## config.mk

```make
export PLATFORM = sky130hd
export DESIGN_NAME = decodeur_rgb_code
export DESIGN_NICKNAME = d
export VERILOG_FILES = /design/src/rtl/decodeur_rgb_code.sv
export SDC_FILE = /design/constraint.sdc
export NUM_CORES = 1
export LEC_CHECK = 0
export ABC_AREA = 1
export CORE_MARGIN = 3
export CORE_UTILIZATION = 52
export CTS_CLUSTER_SIZE = 20
export DETAILED_ROUTE_END_ITERATION = 8
export GPL_TIMING_DRIVEN = 0
export PLACE_DENSITY = 0.8
export REMOVE_ABC_BUFFERS = 1
export SLEW_MARGIN = 10
export SYNTH_ARGS = -nofsm -noshare
export SYNTH_HDL_FRONTEND = slang
export SYNTH_SLANG_ARGS = --single-unit
```

## constraint.sdc

```tcl
create_clock -name clk -period 2.7 [get_ports clk]
set_clock_uncertainty 0.1 [all_clocks]
set_input_delay 0.81 -clock clk [delete_from_list [all_inputs] [get_ports clk]]
set_output_delay 0.81 -clock clk [all_outputs]
set_load 0.005 [all_outputs]
```

## src/rtl/decodeur_rgb_code.sv

```systemverilog
// decodeur_rgb_code: RGB 3:3:2 pixel -> colour code 0..27, 2-stage valid/ready pipe.
// Optional histogram counter (cible/nb_cible) built when DECODEUR_RGB_HISTO_EN is defined.
module decodeur_rgb_code #(
  parameter int unsigned NOIR_VAUT_UN = 0,
  parameter int unsigned LARG_CPT     = 16
) (
  input  logic                clk,
  input  logic                reset_n,
  input  logic                in_valid,
  output logic                in_ready,
  input  logic [2:0]          rouge,
  input  logic [2:0]          vert,
  input  logic [1:0]          bleu,
  output logic                out_valid,
  input  logic                out_ready,
  output logic [4:0]          code,
  output logic                erreur,
  input  logic                effacer_cpt,
  output logic [LARG_CPT-1:0] nb_erreurs
`ifdef DECODEUR_RGB_HISTO_EN
  ,
  input  logic [4:0]          cible,
  output logic [LARG_CPT-1:0] nb_cible
`endif
);

  localparam logic [LARG_CPT-1:0] CPT_MAX = '1;

  logic                s1_valid_q;
  logic                s1_valid_d;
  logic [1:0]          lr_q;
  logic [1:0]          lr_d;
  logic [1:0]          lv_q;
  logic [1:0]          lv_d;
  logic [1:0]          lb_q;
  logic [1:0]          lb_d;
  logic                inv_q;
  logic                inv_d;

  logic                s2_valid_q;
  logic                s2_valid_d;
  logic [4:0]          code_q;
  logic [4:0]          code_d;
  logic                erreur_q;
  logic                erreur_d;

  logic [LARG_CPT-1:0] nb_err_q;
  logic [LARG_CPT-1:0] nb_err_d;

  logic                s1_advance;
  logic                in_fire;
  logic                out_fire;

  logic [1:0]          lr_in;
  logic [1:0]          lv_in;
  logic [1:0]          lb_in;
  logic                inv_in;

  logic [4:0]          code_calc;
  logic                noir_s1;

  // Handshake: stage 1 drains into stage 2 whenever stage 2 is empty or leaving.
  assign s1_advance = !s2_valid_q || out_ready;
  assign in_ready   = !s1_valid_q || s1_advance;
  assign in_fire    = in_valid && in_ready;
  assign out_fire   = s2_valid_q && out_ready;

  // Map raw channel levels to 0..2 and flag any level outside the palette.
  always_comb begin
    lr_in  = 2'd0;
    lv_in  = 2'd0;
    lb_in  = 2'd0;
    inv_in = 1'b0;
    case (rouge)
      3'd0:    lr_in = 2'd0;
      3'd3:    lr_in = 2'd1;
      3'd7:    lr_in = 2'd2;
      default: inv_in = 1'b1;
    endcase
    case (vert)
      3'd0:    lv_in = 2'd0;
      3'd3:    lv_in = 2'd1;
      3'd7:    lv_in = 2'd2;
      default: inv_in = 1'b1;
    endcase
    case (bleu)
      2'd0:    lb_in = 2'd0;
      2'd1:    lb_in = 2'd1;
      2'd3:    lb_in = 2'd2;
      default: inv_in = 1'b1;
    endcase
  end

  // Base-3 recombination of the stage-1 levels; max 27 fits in 5 bits.
  always_comb begin
    code_calc = 5'(lr_q) * 5'd9
              + 5'(lv_q) * 5'd3
              + 5'(lb_q)
              + 5'd1;
    noir_s1   = (lr_q == 2'd0)
             && (lv_q == 2'd0)
             && (lb_q == 2'd0);
  end

  // Next state of both pipeline stages and the error counter.
  always_comb begin
    s1_valid_d = s1_valid_q;
    lr_d       = lr_q;
    lv_d       = lv_q;
    lb_d       = lb_q;
    inv_d      = inv_q;
    s2_valid_d = s2_valid_q;
    code_d     = code_q;
    erreur_d   = erreur_q;
    nb_err_d   = nb_err_q;

    if (in_fire) begin
      s1_valid_d = 1'b1;
      lr_d       = lr_in;
      lv_d       = lv_in;
      lb_d       = lb_in;
      inv_d      = inv_in;
    end else if (s1_advance) begin
      s1_valid_d = 1'b0;
    end

    if (s1_advance) begin
      s2_valid_d = s1_valid_q;
      if (s1_valid_q) begin
        if (inv_q) begin
          code_d   = 5'd0;
          erreur_d = 1'b1;
        end else if (noir_s1 && (NOIR_VAUT_UN == 0)) begin
          code_d   = 5'd0;
          erreur_d = 1'b0;
        end else begin
          code_d   = code_calc;
          erreur_d = 1'b0;
        end
      end
    end

    if (effacer_cpt) begin
      nb_err_d = '0;
    end else if (in_fire && inv_in && (nb_err_q != CPT_MAX)) begin
      nb_err_d = nb_err_q + 1'b1;
    end
  end

  // Pipeline and counter registers.
  always_ff @(posedge clk or negedge reset_n) begin
    if (!reset_n) begin
      s1_valid_q <= 1'b0;
      lr_q       <= 2'd0;
      lv_q       <= 2'd0;
      lb_q       <= 2'd0;
      inv_q      <= 1'b0;
      s2_valid_q <= 1'b0;
      code_q     <= 5'd0;
      erreur_q   <= 1'b0;
      nb_err_q   <= '0;
    end else begin
      s1_valid_q <= s1_valid_d;
      lr_q       <= lr_d;
      lv_q       <= lv_d;
      lb_q       <= lb_d;
      inv_q      <= inv_d;
      s2_valid_q <= s2_valid_d;
      code_q     <= code_d;
      erreur_q   <= erreur_d;
      nb_err_q   <= nb_err_d;
    end
  end

  assign out_valid  = s2_valid_q;
  assign code       = code_q;
  assign erreur     = erreur_q;
  assign nb_erreurs = nb_err_q;

`ifdef DECODEUR_RGB_HISTO_EN
  logic [LARG_CPT-1:0] nb_cib_q;
  logic [LARG_CPT-1:0] nb_cib_d;

  // Count emitted codes matching cible, error codes included.
  always_comb begin
    nb_cib_d = nb_cib_q;
    if (effacer_cpt) begin
      nb_cib_d = '0;
    end else if (out_fire && (code_q == cible)
                 && (nb_cib_q != CPT_MAX)) begin
      nb_cib_d = nb_cib_q + 1'b1;
    end
  end

  // Histogram register.
  always_ff @(posedge clk or negedge reset_n) begin
    if (!reset_n) begin
      nb_cib_q <= '0;
    end else begin
      nb_cib_q <= nb_cib_d;
    end
  end

  assign nb_cible = nb_cib_q;
`else
  logic unused_out_fire;
  assign unused_out_fire = out_fire;
`endif

endmodule

```

* Word-level counts from Yosys, hierarchy flattened
Index checks and enable logic that the tools add are counted.
** Operators by class
- Add/sub/neg operators :: 4
- Multipliers :: 2
- Divide/modulo/power cells :: 0
- $lt $le $gt $ge :: 0
- Equal/unequal tests :: 7
- Shifts and indexed selects :: 0
- Muxes and demuxes :: 13
- Bitwise operators :: 0
- Reductions and logical operators :: 21
** Operators by type and width (count)
- $mux W16 :: 2
- $add A16 B1 Y16 const B :: 1
- $ne A16 B16 Y1 const B :: 1
- $pmux W2 S2 :: 3
- $mux W5 :: 2
- $reduce_or A3 Y1 :: 3
- $logic_not A2 Y1 :: 4
- $eq A3 B2 Y1 const B :: 2
- $eq A3 B3 Y1 const B :: 2
- $logic_not A3 Y1 :: 2
- $mux W1 :: 6
- $add A5 B1 Y5 const B :: 1
- $add A5 B2 Y5 :: 1
- $add A5 B4 Y5 :: 1
- $logic_and A1 B1 Y1 :: 5
- $mul A2 B4 Y5 const B :: 1
- $mul A2 B2 Y4 const B :: 1
- $reduce_bool A2 Y1 :: 2
- $eq A2 B1 Y1 const B :: 1
- $eq A2 B2 Y1 const B :: 1
- $logic_not A1 Y1 :: 2
- $logic_or A1 B1 Y1 :: 2
- $reduce_and A2 Y1 :: 1
** Word-level totals
- Bits in registers :: 31
- Bits in latches :: 0
- Memory bits (writable) :: 0
- Memory bits (read-only) :: 0
- Input bits :: 13
- Output and inout port bits :: 24
- Logic and storage cells :: 56
- Memories :: 0

* Depth between registers and ports, before layout
Gate-level depths: netlist (run 1).
- Word-level depth :: 9
- Gate-level depth with buffers :: 11
- Depth with buffers taken out :: 10

* Least setup slack after synthesis (run 1)
Ideal clock, no wire load.
- Path type :: flip-flop to flip-flop
- From :: register lr_q[1]
- To :: register code_q[3] (netlist: code[3])
- Library setup time :: 0.083 ns
- Arrival time :: 2.263 ns
- Data required time :: 2.517 ns
- Slack :: 0.254 ns
- Stages on the path, launching flop included :: 10
- Cell sequence :: dfrtp_1 -> inv_1 -> fa_1 -> fa_1 -> inv_1 -> ha_1 -> inv_1 -> fa_1 -> xor2_1 -> o21ai_0
** On the way
- Longest elaborated chain between the ends :: 6
- Elaborated cells between the ends (all ways) :: 9
- Those cells by class :: add/sub: 3; mul: 1; mux: 2; reduce/logical: 3
** Ends and longest elaborated chain
- start, declared :: line 31 : logic [1:0] lr_q;
- start signal, assigned :: line 164 : lr_q <= lr_d;
- $mul A2 B4 Y5 :: line 96 : code_calc = 5'(lr_q) * 5'd9
- $add A5 B4 Y5 :: line 97 : + 5'(lv_q) * 5'd3
- $add A5 B2 Y5 :: line 98 : + 5'(lb_q)
- $add A5 B1 Y5 :: line 99 : + 5'd1;
- $mux W5 (*) :: line 133 : end else if (noir_s1 && (NOIR_VAUT_UN == 0)) begin
- $mux W5 (*) :: line 130 : if (inv_q) begin
- end signal, assigned :: line 169 : code_q <= code_d;
- end, declared :: line 42 : logic [4:0] code_q;
Every way passes the cells marked *; elsewhere a longest branch is shown, timed or not.
A chain may end at the register's enable or synchronous reset.

* Worst setup path after layout (run 1)
- From :: input out_ready
- To :: output in_ready
** On the way
- Longest elaborated chain between the ends :: 2
** Ends and longest elaborated chain
- start, declared :: line 15 : input logic out_ready,
- $logic_or A1 B1 Y1 :: line 63 : assign s1_advance = !s2_valid_q || out_ready;
- $logic_or A1 B1 Y1 :: line 64 : assign in_ready = !s1_valid_q || s1_advance;
- end, declared :: line 10 : output logic in_ready,
Every way passes these cells.

==> results.yml, run 1 <==
cts:
  root_buffer: "clkbuf_8"
  cts_buffers: 5
  cts_hold_buf: 0
  insertion_delay_ps: 290
  clk_path_buf_depth: 2
  clock_sinks: 31
  htree_levels: 2
  clk_pin_slew_ps: 60
  cts_tree: "yes"
detailed_routing:
  remaining_drc_errors: 0
  ant_nets: 0
  wire_per_inst_um: 11.4
  viasPerCell: 5.04
  drt_pass1_iterations: 4
  drt_iter0_markers: 94
  drt_wl_total_mm: 3.98
  vias: 1765
global_routing:
  grt_max_degree: 32
  grt_pass1_vias: 1611
  antenna_found_initial: 0
  grt_pass1_wl_mm: 7.02
  grt-ovfl-total: 0
  grt_usage_pct: 20.7
place:
  placed_cells: 342
  gp_congestion: 0.900
  dp_hpwl_mm: 2.93
  place_area_um2: 2320
  port_buffers: 36
  place_ws_ps: -281
critical_path:
  rr_worst_depth: 9
  start_kind: "input port"
  arrival_ps: 1650
  path_max_fanout: 3
  crit_type: "input port to output port"
  r2r_setup_slack_ps: 150
  endpoint_kind: "output port"
  crit_required_ps: 1790
logic_synthesis:
  synth_top_cell_by_area: "dfrtp_1"
  synthTopCellsByArea: "dfrtp_1 (40%), nand2_1 (16%), nand3_1 (7.2%), nor2_1 (6.4%), inv_1 (5.6%)"
  synth-seq-cells: 31
  yosys-top-cells-count: "nand2_1 (81), nor2_1 (33), dfrtp_1 (31)"
  yosysMostFrequentCell: "nand2_1"
  postSynthAreaPerCell_um2: 7.33
  synth_edf_count: 0
  synthArstFlopShare_pct: 100
  ys_seq_area_share_pct: 39.8
  synth_warnings: 0
  ys_types: 28
  syn_inst: 266
  synth_top_area_share_pct: 39.8
  netlist_area_um2: 1950
  ys.flop_type: "dfrtp_1"
outcome:
  status: "completed"
floorplanning:
  start_util_pct: 56.2
  die_x_um: 67.2
  core_area_um2: 3470
  ios: 37
  core.rowCount: 21
  die-area_um2: 4520
  fp.dieH_um: 67.2
timing:
  max_slew.worst_pin.slew_ps: 674
  setup_viol: 0
  period_share_pct: 94.9
  finalCriticalPeriod_ps: 2560
  hold_viol: 0
  fin_ws_ps: 137
  slew_violations: 0
  fmax_ghz: 0.390
  holdWs_ps: 379
  rsz0062_at_grt: "false"
  max_slew_margin_pct: 55.0
hold_path:
  holdPathStages: 2
  hold_class: "register to register"
final_layout:
  nFillCells: 312
  final_area_um2: 2440
  drive_above_1_share_pct: 6.91
  multi_input_area_um2: 1020
  final_cells: 350
  ff_latch_area_um2: 776
  area_growth_pct: 25.4
  antenna_cells: 0
  fin_nets: 327
job:
  maxCapViolCount: 0
pwr:
  p_total_mw: 1.24
  leakage_nw: 1.16
  ir_drop_mv: 0.369
  p_per_area_nw_per_um2: 507
-- cells by family (layout without fill, tap and decap cells) --
kind of cell,count (synthesis),in the layout,share of synthesized area (%)
adders and majority gates,11,11,8.22
xor gates and xnor gates,4,4,1.80
buffers and inverters,37,75,8.02
and+or+nand+nor,158,158,35.2
DFF,31,31,39.8
AOI/OAI and AO/OA,25,25,6.93
-- repair_timing --
action                                  4_1_cts  5_1_grt
buffers inserted                              0        0
pin swaps                                     0        1
gates resized for setup                       1        3
endpoints found under the setup margin        1       15
-- state kept, by name (all words and copies together) (netlist names) --
| register | count |
|---|---|
| nb_erreurs | 16 |
| erreur | 1 |
| lb_q | 2 |
| out_valid | 1 |
| s1_valid_q | 1 |
| lr_q | 2 |
| lv_q | 2 |
| code | 5 |
| inv_q | 1 |
-- final cells by class --
type                            count  area share, %
Clock buffer                        6           3.38
Clock inverter                      2           1.43
Inverter                           31           4.91
Multi-Input combinational cell    198           41.7
Sequential cell                    31           31.7
Tap cell                           46           2.35
Timing Repair Buffer               36           14.5
-- critical path: stages --
cell and delay (ps):
clkdlybuf4s50_1 400, inv_1 70, nand3_1 100, dlygate4sd2_1 280
-- layout by cell type (no fill, tap or decap), drive strengths merged --
master          n
dlygate4sd2     1
clkinvlp        1
or2             2
o21ai          16
buf             1
o31ai           1
nand2          84
nor2           35
o21bai          2
nand4           5
clkbuf          6
xnor2           1
fa              3
a21oi           4
nor3            2
xor2            3
a31oi           2
dfrtp          31
clkinv          1
clkdlybuf4s50  34
and2            1
ha              8
bufinv          1
nand3          29
inv            30
-- final timing paths --
| check | from | end |
|---|---|---|
| hold / removal | code[1]$_DFFE_PN0P_ | code[1]$_DFFE_PN0P_ |
| setup reg to reg | lv_q[0]$_DFFE_PN0P_ | code[3]$_DFFE_PN0P_ |
| setup / recovery | out_ready | in_ready |
| hold reg to reg | code[1]$_DFFE_PN0P_ | code[1]$_DFFE_PN0P_ |
| max in group asynchronous | reset_n | nb_erreurs[5]$_DFFE_PN0P_ |
| min in group asynchronous | reset_n | lr_q[1]$_DFFE_PN0P_ |
-- power by group --
part | internal, mW | leakage, nW | total, mW | switching [mW]
sequential | 0.503 | 0.415 | 0.527 | 0.0245
clock | 0.298 | 0.0612 | 0.472 | 0.174
combinational | 0.112 | 0.679 | 0.239 | 0.127
total | 0.913 | 1.16 | 1.24 | 0.325
-- per-stage QoR --
stage / setup TNS [ps] / util (%)
6_report: 0 / 70.5
5_1_grt: 0 / 70.5
4_1_cts: 0 / 70.3
3_5_place_dp: -3840 / 67.0
3_3_place_gp: -3170 / 67.1
2_1_floorplan: 0 / -
-- per-layer routing --
layer  global-route usage [%]  routed length, um
met1                     29.6               1970
met2                     30.1               1730
met3                     4.99                222
met4                     7.85                 63
met5                        0                  0
Note: power is estimated with default switching activity, not from simulation.
==> inputs of run 2 (changes only) <==
==> constraint.sdc (replaced) <==
create_clock -name clk -period 2.7 [get_ports clk]
set_clock_uncertainty 0.1 [all_clocks]
set_input_delay 0.81 -clock clk [delete_from_list [all_inputs] [get_ports clk]]
set_output_delay 0.81 -clock clk [all_outputs]
set_load 0.01 [all_outputs]
==> results of run 2 <==
Same layout as run 1 (identical final DEF). Status: completed.
Main changes from that run: setup slack after layout 137 ps -> 109 ps; total power 1.24 mW -> 1.25 mW; worst IR drop on VDD 0.369 mV -> 0.370 mV
